File: config.mk
export PLATFORM = sky130hd
export DESIGN_NAME = pipe_hazard_ctrl
export DESIGN_NICKNAME = d
export VERILOG_FILES = /design/src/rtl/pipe_ctrl_pkg.sv /design/src/rtl/load_use_detect.sv /design/src/rtl/pipe_hazard_ctrl.sv
export SDC_FILE = /design/constraint.sdc
export NUM_CORES = 1
export LEC_CHECK = 0
export BUFFER_PORTS_ARGS = -buffer_cell sky130_fd_sc_hd__buf_2
export CAP_MARGIN = 0
export CORE_MARGIN = 2
export CORE_UTILIZATION = 53
export CTS_BUF_LIST = sky130_fd_sc_hd__clkbuf_16
export DETAILED_ROUTE_END_ITERATION = 10
export PLACE_DENSITY_LB_ADDON = 0.15
export SYNTH_ARGS = -nofsm -noshare
export SYNTH_HDL_FRONTEND = slang
export SYNTH_SLANG_ARGS = --single-unit
File: constraint.sdc
create_clock -name clk_i -period 3.25 [get_ports clk_i]
set_clock_uncertainty 0.2 [all_clocks]
set_input_delay 0.8125 -clock clk_i [delete_from_list [all_inputs] [get_ports clk_i]]
set_output_delay 0.8125 -clock clk_i [all_outputs]
set_load 0.01 [all_outputs]
File: src/rtl/pipe_ctrl_pkg.sv
// pipe_ctrl_pkg
// Shared types and defaults for the pipeline hazard controller:
//   - state_t        : controller FSM states (RUN, MEMWAIT)
//   - WAIT_LIMIT_DEF : default data-memory wait budget before timeout
//   - CNT_W_DEF      : default performance counter width
//   - WAIT_W         : width of the memory wait counter
package pipe_ctrl_pkg;

  typedef enum logic {
    RUN     = 1'b0,
    MEMWAIT = 1'b1
  } state_t;

  localparam int WAIT_LIMIT_DEF = 255;
  localparam int CNT_W_DEF      = 16;
  localparam int WAIT_W         = 8;

endpackage

File: src/rtl/load_use_detect.sv
// load_use_detect
// Combinational load-use hazard compare between the load in EX and the
// source registers of the instruction in ID.
// Ports:
//   idex_memread_i : MemRead of the instruction in EX
//   idex_rt_i      : destination (rt) of the load in EX
//   ifid_rs_i      : rs source of the instruction in ID
//   ifid_rt_i      : rt source of the instruction in ID
//   hz_o           : 1 when ID must wait one cycle for the load result
module load_use_detect (
  input  logic       idex_memread_i,
  input  logic [4:0] idex_rt_i,
  input  logic [4:0] ifid_rs_i,
  input  logic [4:0] ifid_rt_i,
  output logic       hz_o
);

  // Register 0 is hard-wired to zero, so a load into it never creates a hazard.
  assign hz_o = idex_memread_i && (idex_rt_i != 5'd0) &&
                ((idex_rt_i == ifid_rs_i) || (idex_rt_i == ifid_rt_i));

endmodule

File: src/rtl/pipe_hazard_ctrl.sv
// pipe_hazard_ctrl
// Pipeline hazard controller: freezes the pipe during data-memory waits,
// inserts a single bubble for load-use hazards and flushes IF/ID on taken
// branches, with a wait timeout and saturating stall/flush counters.
// Ports:
//   clk_i          : clock, rising edge
//   start_i        : asynchronous active-low reset
//   ifid_rs_i/rt_i : source registers of the instruction in ID
//   idex_memread_i : MemRead of the instruction in EX
//   idex_rt_i      : rt of the instruction in EX
//   branch_taken_i : taken branch resolved in ID
//   dmem_req_i     : MEM stage access request
//   dmem_ack_i     : data memory completion
//   pc_write_o, ifid_write_o, idex_write_o : stage load enables
//   ifid_flush_o   : clear IF/ID
//   idex_bubble_o  : zero ID/EX control fields
//   exmem_hold_o   : hold EX/MEM and MEM/WB
//   mem_timeout_o  : sticky memory wait timeout
//   stall_cnt_o    : saturating count of cycles with pc_write_o=0
//   flush_cnt_o    : saturating count of cycles with ifid_flush_o=1
module pipe_hazard_ctrl
  import pipe_ctrl_pkg::*;
#(
  parameter int WAIT_LIMIT = WAIT_LIMIT_DEF,
  parameter int CNT_W      = CNT_W_DEF
) (
  input  logic             clk_i,
  input  logic             start_i,
  input  logic [4:0]       ifid_rs_i,
  input  logic [4:0]       ifid_rt_i,
  input  logic             idex_memread_i,
  input  logic [4:0]       idex_rt_i,
  input  logic             branch_taken_i,
  input  logic             dmem_req_i,
  input  logic             dmem_ack_i,
  output logic             pc_write_o,
  output logic             ifid_write_o,
  output logic             ifid_flush_o,
  output logic             idex_write_o,
  output logic             idex_bubble_o,
  output logic             exmem_hold_o,
  output logic             mem_timeout_o,
  output logic [CNT_W-1:0] stall_cnt_o,
  output logic [CNT_W-1:0] flush_cnt_o
);

  localparam logic [WAIT_W:0]   LIMIT    = (WAIT_W+1)'(WAIT_LIMIT);
  localparam logic [WAIT_W-1:0] WAIT_ONE = {{(WAIT_W-1){1'b0}}, 1'b1};
  localparam logic [CNT_W-1:0]  CNT_ONE  = {{(CNT_W-1){1'b0}}, 1'b1};

  state_t            state_reg;
  logic [WAIT_W-1:0] wait_cnt_reg;
  logic              timeout_reg;
  logic [CNT_W-1:0]  stall_cnt_reg;
  logic [CNT_W-1:0]  flush_cnt_reg;
  logic              hz;
  logic              mem_wait;

  load_use_detect u_load_use_detect (
    .idex_memread_i (idex_memread_i),
    .idex_rt_i      (idex_rt_i),
    .ifid_rs_i      (ifid_rs_i),
    .ifid_rt_i      (ifid_rt_i),
    .hz_o           (hz)
  );

  // The freeze must appear in the same cycle the request misses, so the
  // stall decode is combinational from state and inputs rather than registered.
  assign mem_wait = (state_reg == MEMWAIT) || (dmem_req_i && !dmem_ack_i);

  always_comb begin
    pc_write_o    = 1'b0;
    ifid_write_o  = 1'b0;
    idex_write_o  = 1'b0;
    idex_bubble_o = 1'b0;
    ifid_flush_o  = 1'b0;
    exmem_hold_o  = 1'b0;
    if (!start_i) begin
      // everything stays disabled while held in reset
    end else if (mem_wait) begin
      exmem_hold_o = 1'b1;
    end else if (hz) begin
      // PC and IF/ID hold the dependent instruction; ID/EX loads a bubble.
      // Next cycle the load has left EX, so only one bubble is produced.
      idex_write_o  = 1'b1;
      idex_bubble_o = 1'b1;
    end else begin
      pc_write_o   = 1'b1;
      ifid_write_o = 1'b1;
      idex_write_o = 1'b1;
      ifid_flush_o = branch_taken_i;
    end
  end

  always_ff @(posedge clk_i or negedge start_i) begin
    if (!start_i) begin
      state_reg     <= RUN;
      wait_cnt_reg  <= '0;
      timeout_reg   <= 1'b0;
      stall_cnt_reg <= '0;
      flush_cnt_reg <= '0;
    end else begin
      if (state_reg == RUN) begin
        if (dmem_req_i && !dmem_ack_i) begin
          state_reg    <= MEMWAIT;
          wait_cnt_reg <= '0;
        end
      end else begin
        wait_cnt_reg <= wait_cnt_reg + WAIT_ONE;
        if (dmem_ack_i) begin
          state_reg <= RUN;
        end else if (({1'b0, wait_cnt_reg} + 1'b1) >= LIMIT) begin
          // Give up on the access so the pipe cannot hang forever.
          state_reg   <= RUN;
          timeout_reg <= 1'b1;
        end
      end

      if (!pc_write_o && (stall_cnt_reg != '1)) begin
        stall_cnt_reg <= stall_cnt_reg + CNT_ONE;
      end
      if (ifid_flush_o && (flush_cnt_reg != '1)) begin
        flush_cnt_reg <= flush_cnt_reg + CNT_ONE;
      end
    end
  end

  assign mem_timeout_o = timeout_reg;
  assign stall_cnt_o   = stall_cnt_reg;
  assign flush_cnt_o   = flush_cnt_reg;

endmodule
==> flow_summary.json, run 1 <==
{
  "status": "finished clean",
  "cts.clk_slew.worst_paths_ns": 0.06,
  "max_cap_viol_count": 0,
  "netlist-cell-type-count": 41,
  "hp-class": "reg2reg",
  "cts.root.buffer_cell": "clkbuf_16",
  "maxSlewViolCount": 0,
  "p_leak_uw": 0.00134,
  "portBuffers": 59,
  "cts_setup_buffers": 0,
  "yosysWarnings": 0,
  "grt_pass1_vias": 1864,
  "cpMaxStageDelayCell": "or4_4",
  "via_per_inst": 5.51,
  "max_freq_mhz": 326,
  "rows": 24,
  "worstMarginPinSlew_ns": 0.525,
  "cpMostUsedCell": "buf_2",
  "clkLatencyLatePin_ns": 0.28,
  "rsz0062_at_grt": "false",
  "die_width_um": 70.7,
  "required_ns": 2.24,
  "hpwl_um": 3640,
  "critPathLaunchType": "input pin",
  "crit_buf_inv": 2,
  "areaGrowthSynthToFinish_pct": 22.8,
  "dr.pass1.iters": 4,
  "initial_core_util_pct": 54.5,
  "multi_input_area_sq_um": 1240,
  "ios": 60,
  "cts_buffer_depth": 2,
  "final_common_cell": "buf_2",
  "crit_path_end_kind": "output pin",
  "cts_hold_buf": 0,
  "post-route-period-util_pct": 94.3,
  "ys_ff_latch": 42,
  "die_area_sq_um": 5000,
  "grt_max_degree": 43,
  "cts_made_buffers": 5,
  "syn_avg_cell_area_sq_um": 9.78,
  "fillers": 363,
  "drc": 0,
  "drt-total-wl_um": 4930,
  "detailed_place.area_sq_um": 2730,
  "die_y_um": 70.7,
  "layout.nets": 333,
  "syn-num-nets": 266,
  "crit_chain": "buf_2, or4_4, o21a_4, a21oi_4, buf_2",
  "p_per_area_nw_per_um2": 598,
  "antenna_found_initial": 0,
  "critPathKind": "in2out",
  "cp_top_family": "simple AND/OR/NAND/NOR gates",
  "n_antenna_cell": 0,
  "grt_pass1_wl_um": 8640,
  "cp_max_fo": 4,
  "ys_seq_area_share_pct": 44.6,
  "stdcell_area_sq_um": 2890,
  "slowest_delay_ns": 0.53,
  "finalHoldViolations": 0,
  "gp_congestion": 0.858,
  "drive_gt1_share_pct": 27.2,
  "postSynthCellCount": 241,
  "seqCellArea_sq_um": 1050,
  "setup_viol": 0,
  "via_count": 1988,
  "tns_ns": 0,
  "finalCriticalPeriod_ns": 3.07,
  "cts_sinks": 42,
  "drt_iter0_drc": 145,
  "synth_area_sq_um": 2360,
  "core_area_sq_um": 4320,
  "track_usage_pct": 21.4,
  "peakVddDrop_uv": 445,
  "htreeDepth": 2,
  "cts_tree": "done",
  "ant_nets": 0,
  "ctsResizeCount": 0,
  "timing.slew.headroom_pct": 65.0,
  "layout_common_cells": "buf_2 (59), dfrtp_1 (42), nand2_1 (34), xnor2_1 (28), nor2_1 (16)",
  "grt_overflow": 0,
  "post_drt_wl_per_cell_um": 13.7,
  "crit_arrival_ns": 2.05
}
-- worst reg2reg max path, cell delays in order, from the launching register on --
cell and delay [ns]:
dfrtp_1 0.43, nand4_1 0.29, nor3_1 0.52, nand2_1 0.25
nand2_1 0.18, mux2_4 0.31
-- cell usage after synthesis, drive strengths merged --
cell	n	area, sq um
a311oi	1	8.76
a22o	1	8.76
nand4	11	68.8
nor3	8	40.0
nand2b	2	12.5
or4	1	11.3
xor2	9	78.8
nand4b	3	26.3
o22ai	1	12.5
a2111oi	1	27.5
ha	4	50.1
mux2i	2	20.0
a31oi	3	18.8
inv	7	26.3
nor4	4	25.0
mux2	4	48.8
nand3	15	75.1
buf	4	35.0
a21oi	7	61.3
dfrtp	42	1050
nor2	16	60.1
xnor2	28	245
o31ai	5	37.5
nand2	35	134
nand3b	2	15.0
o21ai	10	50.1
a41o	1	10.0
a211o	2	17.5
and2	1	6.26
clkbuf	2	7.51
o211ai	1	7.51
o21a	1	15.0
and3	7	45.1
-- layer usage --
layer	share of wire [%]	wire [um]	GRT usage [%]
met3	6.4	313	4.84
met5	0	0	0
met4	1.3	66	6.29
met2	45	2210	34.1
met1	47	2340	29.6
-- power by group --
| group | leakage (uW) | switching [uW] | internal [uW] |
|---|---|---|---|
| Combinational | 0.000711 | 223 | 200 |
| Clock | 0.0000812 | 198 | 359 |
| Sequential | 0.000544 | 132 | 619 |
| Total | 0.00134 | 553 | 1180 |
-- area by class of cell --
cell class / count / share of cell area (%)
multi-input combinational: 186 / 42.8
sequential: 42 / 36.3
timing repair buffer: 66 / 12.0
clock buffer: 5 / 4.32
tap: 52 / 2.25
clock inverter: 3 / 1.43
inverter: 7 / 0.908
-- stage by stage --
step / cells / worst slack [ns] / utilization (%) / hold slack, ns / total power (uW)
6_report: 361 / 0.185 / 66.9 / 0.266 / 1730
3_5_place_dp: 353 / 0.191 / 63.1 / 0.252 / 1190
4_1_cts: 361 / 0.187 / 66.9 / 0.268 / 1750
2_1_floorplan: 241 / 0.213 / - / 0.289 / 1010
3_3_place_gp: 353 / 0.187 / 63.1 / 0.253 / 1170
5_1_grt: 361 / 0.155 / 66.9 / 0.290 / 1840
-- final timing paths --
path,from,end,slack (ns),cells after the start
max,idex_rt_i[0],pc_write_o,0.18,5
min in group asynchronous,start_i,wait_cnt_reg[7],0.47,2
max reg2reg,flush_cnt_o[3],flush_cnt_o[1],0.96,5
min,mem_timeout_o,mem_timeout_o,0.27,1
min reg2reg,mem_timeout_o,mem_timeout_o,0.27,1
max in group asynchronous,start_i,flush_cnt_o[3],2.03,2
-- cells by family after synthesis --
group                      after synthesis  share of synthesized area [%]
DFF                                     42                           44.6
and+or+nand+nor                        105                           22.0
muxes                                    6                           2.92
adders and majority gates                4                           2.12
AOI/OAI and AO/OA                       34                           11.7
xor gates and xnor gates                37                           13.7
buffers and inverters                   13                           2.92
Note: power is estimated with default switching activity, not from simulation.
==> run 2: changes to the inputs <==
CORE_ASPECT_RATIO = 0.5   (was not set)
SKIP_CTS_REPAIR_TIMING = 1   (was not set)
clock period = 3.5 ns   (was 3.25 ns; I/O delays follow)
==> flow_summary.json, run 2 (same netlist as run 1, synthesis figures left out) <==
{
  "status": "finished clean",
  "setup_viol": 0,
  "r2r-start": "flush_cnt_o[3]",
  "critical_path.startpoint": "idex_rt_i[0]",
  "htreeDepth": 2,
  "post_drt_wl_per_cell_um": 14.0,
  "track_usage_pct": 21.7,
  "power_frac_clock_pct": 28.5,
  "crit_arrival_ns": 2.14,
  "crit_chain": "buf_2, or4_4, o21a_4, a21oi_4, buf_2",
  "stdcell_area_sq_um": 2850,
  "cp.depth": 5,
  "cts_tree": "done",
  "seqPwrFrac_pct": 45.6,
  "reg2reg_depth": 5,
  "internal_power_uw": 1020,
  "critPathLaunchType": "input pin",
  "hpwl_um": 3810,
  "ant_nets": 0,
  "p_per_area_nw_per_um2": 536,
  "die_area_sq_um": 5030,
  "cts_sinks": 42,
  "whs_path_depth": 1,
  "post-route-period-util_pct": 92.0,
  "grt_max_degree": 43,
  "grt_pass1_wl_um": 8650,
  "drive_gt1_share_pct": 26.8,
  "crit_path_end_kind": "output pin",
  "drc": 0,
  "finalCriticalPeriod_ns": 3.22,
  "drt_iter0_drc": 109,
  "timing.rr.end": "flush_cnt_o[1]",
  "gp_congestion": 0.816,
  "dr.pass1.iters": 4,
  "cp_max_fo": 5,
  "final_common_cell": "buf_2",
  "cts.clk_slew.worst_paths_ns": 0.06,
  "critPathKind": "in2out",
  "n_antenna_cell": 0,
  "finalPower_uw": 1530,
  "drt-total-wl_um": 5090,
  "crit_buf_inv": 2,
  "peakVddDrop_uv": 235,
  "max_cap_viol_count": 0,
  "grt_overflow": 0,
  "die_width_um": 98.3,
  "grt_pass1_vias": 1919,
  "tns_ns": 0,
  "cts_buffer_depth": 2,
  "cts.root.buffer_cell": "clkbuf_16",
  "rows": 17,
  "finalHoldViolations": 0,
  "slowest_delay_ns": 0.53,
  "core_area_sq_um": 4340,
  "hp-class": "reg2reg",
  "via_per_inst": 5.51,
  "worstHoldStart": "mem_timeout_o",
  "ios": 60,
  "portBuffers": 59,
  "initial_core_util_pct": 54.3,
  "cts_made_buffers": 5,
  "required_ns": 2.42,
  "layout.nets": 331,
  "clkLatencyLatePin_ns": 0.28,
  "min_to": "mem_timeout_o",
  "die_y_um": 51.2,
  "sw_frac_of_total_pct": 33.6,
  "fillers": 372,
  "max_freq_mhz": 311,
  "via_count": 1999,
  "maxSlewViolCount": 0,
  "power.switching_uw": 513,
  "detailed_place.area_sq_um": 2720,
  "p_comb_share_pct": 25.9,
  "worstMarginPinSlew_ns": 0.528,
  "cp_top_family": "simple AND/OR/NAND/NOR gates",
  "antenna_found_initial": 0,
  "p_leak_uw": 0.00132,
  "reg2reg_slack_ns": 1.21,
  "cpMaxStageDelayCell": "or4_4",
  "layout_common_cells": "buf_2 (59), dfrtp_1 (42), nand2_1 (34), xnor2_1 (28), nor2_1 (16)",
  "rsz0062_at_grt": "false",
  "areaGrowthSynthToFinish_pct": 21.1,
  "cpMostUsedCell": "buf_2",
  "timing.slew.headroom_pct": 64.8
}
-- run 2: changes by cell type in the layout (fill, tap and decap cells not counted), sizes merged --
| cell | before | now |
|---|---|---|
| buf | 66 | 64 |
| bufinv | 1 | 0 |
| clkinv | 0 | 2 |
| clkinvlp | 1 | 0 |
| inv | 8 | 7 |
-- run 2: through the flow --
stage	util, %	hold WS (ns)	cells	worst slack, ns
floorplan	-	0.289	241	0.338
global placement	62.7	0.252	356	0.293
detailed placement	62.7	0.264	356	0.292
CTS	65.8	0.283	363	0.288
global route	65.8	0.295	363	0.245
finish	65.8	0.274	363	0.280
-- run 2: layer usage --
metal,part of all wire (%),vias up,GRT usage (%)
met4,0.86,0,5.25
li1,-,979,-
met1,45,968,26.9
met2,50,45,38.8
met3,4.1,7,5.34
met5,0,-,0
-- run 2: worst max path at each step --
| stage | endpoint |
|---|---|
| 5_1_grt | ifid_flush_o |
| 4_1_cts | ifid_flush_o |
| 3_3_place_gp | ifid_flush_o |
| 3_5_place_dp | ifid_flush_o |
| 2_1_floorplan | pc_write_o |
| 6_report | ifid_flush_o |
-- run 2: power by group through the flow --
stage / Clock (uW) / Combinational (uW) / Sequential [uW]
floorplan: 0 / 218 / 719
global placement: 0 / 388 / 701
detailed placement: 0 / 402 / 705
CTS: 451 / 403 / 698
global route: 472 / 441 / 716
finish: 436 / 396 / 698
-- run 2: cell type report --
cell class	instances	area, sq um	area share [%]
clock buffer	5	125	4.38
sequential	42	1050	36.8
clock inverter	2	10.0	0.351
tap	57	71.3	2.50
multi-input combinational	186	1240	43.4
inverter	7	26.3	0.921
timing repair buffer	64	333	11.7
==> run 3: changes to the inputs <==
ABC_AREA = 1   (was not set)
CORE_UTILIZATION = 55   (was 53)
==> flow_summary.json, run 3 <==
{
  "status": "finished clean",
  "crit_chain": "buf_2, inv_2, nand4_1, o21ai_0, inv_1, nand2_2, nand2_2, nor2_1, buf_2",
  "power.switching_uw": 510,
  "cts.clk_slew.worst_paths_ns": 0.06,
  "seqPwrFrac_pct": 41.8,
  "detailed_place.area_sq_um": 3230,
  "cp_top_family": "buffers and inverters",
  "grt_pass1_wl_um": 11400,
  "drc": 0,
  "via_per_inst": 5.17,
  "max_cap_viol_count": 0,
  "synth_top_cell_by_area": "dfrtp_1",
  "rsz0062_at_grt": "false",
  "crit_arrival_ns": 1.87,
  "cts_buffer_depth": 2,
  "finalHoldViolations": 0,
  "whs_path_depth": 2,
  "die_width_um": 106,
  "cts_made_buffers": 5,
  "syn_avg_cell_area_sq_um": 7.43,
  "reg2reg_depth": 9,
  "post_drt_wl_per_cell_um": 12.7,
  "grt_pass1_vias": 2502,
  "ys_top_cells_by_area": "dfrtp_1 (36%), nand2_1 (16%), nand3_1 (6.1%)",
  "hpwl_um": 4860,
  "die_area_sq_um": 5870,
  "rows": 18,
  "p_comb_share_pct": 24.6,
  "crit_buf_inv": 4,
  "p_per_area_nw_per_um2": 460,
  "cts.root.buffer_cell": "clkbuf_16",
  "clkLatencyLatePin_ns": 0.28,
  "critPathLaunchType": "input pin",
  "maxSlewViolCount": 0,
  "dr.pass1.iters": 4,
  "htreeDepth": 2,
  "portBuffers": 59,
  "track_usage_pct": 23.9,
  "max_freq_mhz": 339,
  "finalCriticalPeriod_ns": 2.95,
  "p_leak_uw": 0.00184,
  "required_ns": 2.42,
  "slowest_delay_ns": 0.16,
  "n_antenna_cell": 0,
  "timing.rr.end": "stall_cnt_o[2]",
  "netlist-cell-type-count": 33,
  "hp-class": "reg2reg",
  "gp_congestion": 0.866,
  "holdWs_ns": 0.279,
  "syn-num-nets": 413,
  "antenna_found_initial": 0,
  "layout.nets": 473,
  "initial_core_util_pct": 57.9,
  "worstMarginPinSlew_ns": 0.555,
  "cts_tree": "done",
  "grt_max_degree": 43,
  "ios": 60,
  "tns_ns": 0,
  "cpMaxStageDelayCell": "o21ai_0",
  "final_common_cell": "nand2_1",
  "grt_overflow": 0,
  "synth_enable_flop_cells": 0,
  "core_area_sq_um": 4980,
  "synth_area_sq_um": 2880,
  "ys_seq_area_share_pct": 36.4,
  "critPathKind": "in2out",
  "crit_path_end_kind": "output pin",
  "postSynthCellCount": 388,
  "drt-total-wl_um": 6580,
  "power_frac_clock_pct": 33.6,
  "drt_iter0_drc": 131,
  "finalPower_uw": 1560,
  "post-route-period-util_pct": 84.2,
  "synth.top_cells.by_count": "nand2_1 (124), dfrtp_1 (42), inv_1 (40)",
  "cp_max_fo": 3,
  "r2r-start": "stall_cnt_o[0]",
  "worstHoldStart": "mem_timeout_o",
  "synth_ff_type": "dfrtp_1",
  "setup_viol": 0,
  "synth.most_common_cell": "nand2_1",
  "internal_power_uw": 1050,
  "yosysWarnings": 0,
  "ys_ff_latch": 42,
  "layout_common_cells": "nand2_1 (124), buf_2 (59), dfrtp_1 (42), inv_1 (41), nand3_1 (35)",
  "timing.slew.headroom_pct": 63.0,
  "sw_frac_of_total_pct": 32.7,
  "finalNonFillerCells": 519,
  "dp.cells": 511,
  "async_reset_ff_share_pct": 100,
  "stdcell_area_sq_um": 3390,
  "cts_sinks": 42,
  "min_to": "mem_timeout_o",
  "reg2reg_slack_ns": 1.20,
  "peakVddDrop_uv": 388,
  "synthDominantCellAreaShare_pct": 36.4,
  "areaGrowthSynthToFinish_pct": 17.7,
  "via_count": 2684,
  "die_y_um": 55.2,
  "drive_gt1_share_pct": 22.7,
  "ant_nets": 0
}
==> run 3: cell count changes after synthesis, moves of 5 or more <==
cell and delta:
o31ai_1 -5, nor2_1 +12, inv_1 +33, inv_2 +7
nand4_1 +10, xnor2_1 -12, nand2_1 +90, xor2_1 +5
nand3_1 +20, nand2_2 +7, and3_1 -6
==> run 3: cells by family (layout without fill, tap and decap cells) <==
group                    after synthesis  after routing  synth area share, %
buffers and inverters                 57            118                 8.55
adder cells (fa/ha/maj)                4              4                 1.74
AO/OA/AOI/OAI                         19             19                 4.47
AND/OR/NAND/NOR                      236            236                 39.7
XOR/XNOR                              30             30                 9.11
flip-flops                            42             42                 36.4
==> run 3: power by group through the flow <==
stage	Sequential (uW)	Clock (uW)	Combinational (uW)
6_report	653	525	384
5_1_grt	665	555	434
4_1_cts	651	532	388
3_5_place_dp	659	0	386
3_3_place_gp	654	0	376
2_1_floorplan	666	0	243
==> run 3: metrics by stage <==
| step | setup slack, ns | utilization [%] |
|---|---|---|
| final | 0.554 | 68.2 |
| after floorplan | 0.580 | - |
| after CTS | 0.529 | 68.2 |
| after global routing | 0.436 | 68.2 |
| after detailed placement | 0.536 | 64.8 |
| after global placement | 0.561 | 64.8 |
==> run 3: worst reg2reg max path, delay by kind of cell, from the launching register on <==
| kind | cells | cell delay [ns] |
|---|---|---|
| AND/OR/NAND/NOR | 7 | 1.25 |
| AO/OA/AOI/OAI | 1 | 0.07 |
| adder cells (fa/ha/maj) | 1 | 0.26 |
| flip-flops | 1 | 0.43 |
==> run 3: layout make-up <==
| cell class | instances | area (sq um) |
|---|---|---|
| Clock inverter | 3 | 41.3 |
| Timing Repair Buffer | 63 | 325 |
| Tap cell | 70 | 87.6 |
| Clock buffer | 5 | 125 |
| Multi-Input combinational cell | 289 | 1590 |
| Inverter | 47 | 176 |
| Sequential cell | 42 | 1050 |
| Fill cell | 440 | 1580 |
==> run 3: per-layer routing <==
metal | up-vias | track usage, % | wire, um
met4 | 0 | 4.51 | 44
met2 | 60 | 40.7 | 3080
met5 | - | 0 | 0
met3 | 7 | 4.60 | 278
met1 | 1254 | 32.3 | 3180
li1 | 1363 | - | -
==> run 3: how the worst max path moves through the flow <==
stage	startpoint	endpoint	slack, ns	depth (start not counted)
2_1_floorplan	dmem_ack_i	pc_write_o	0.58	8
3_3_place_gp	idex_rt_i[2]	ifid_flush_o	0.56	9
3_5_place_dp	idex_rt_i[0]	ifid_flush_o	0.54	11
4_1_cts	idex_rt_i[0]	ifid_flush_o	0.53	11
5_1_grt	idex_rt_i[2]	ifid_flush_o	0.44	9
6_report	idex_rt_i[2]	ifid_flush_o	0.55	9
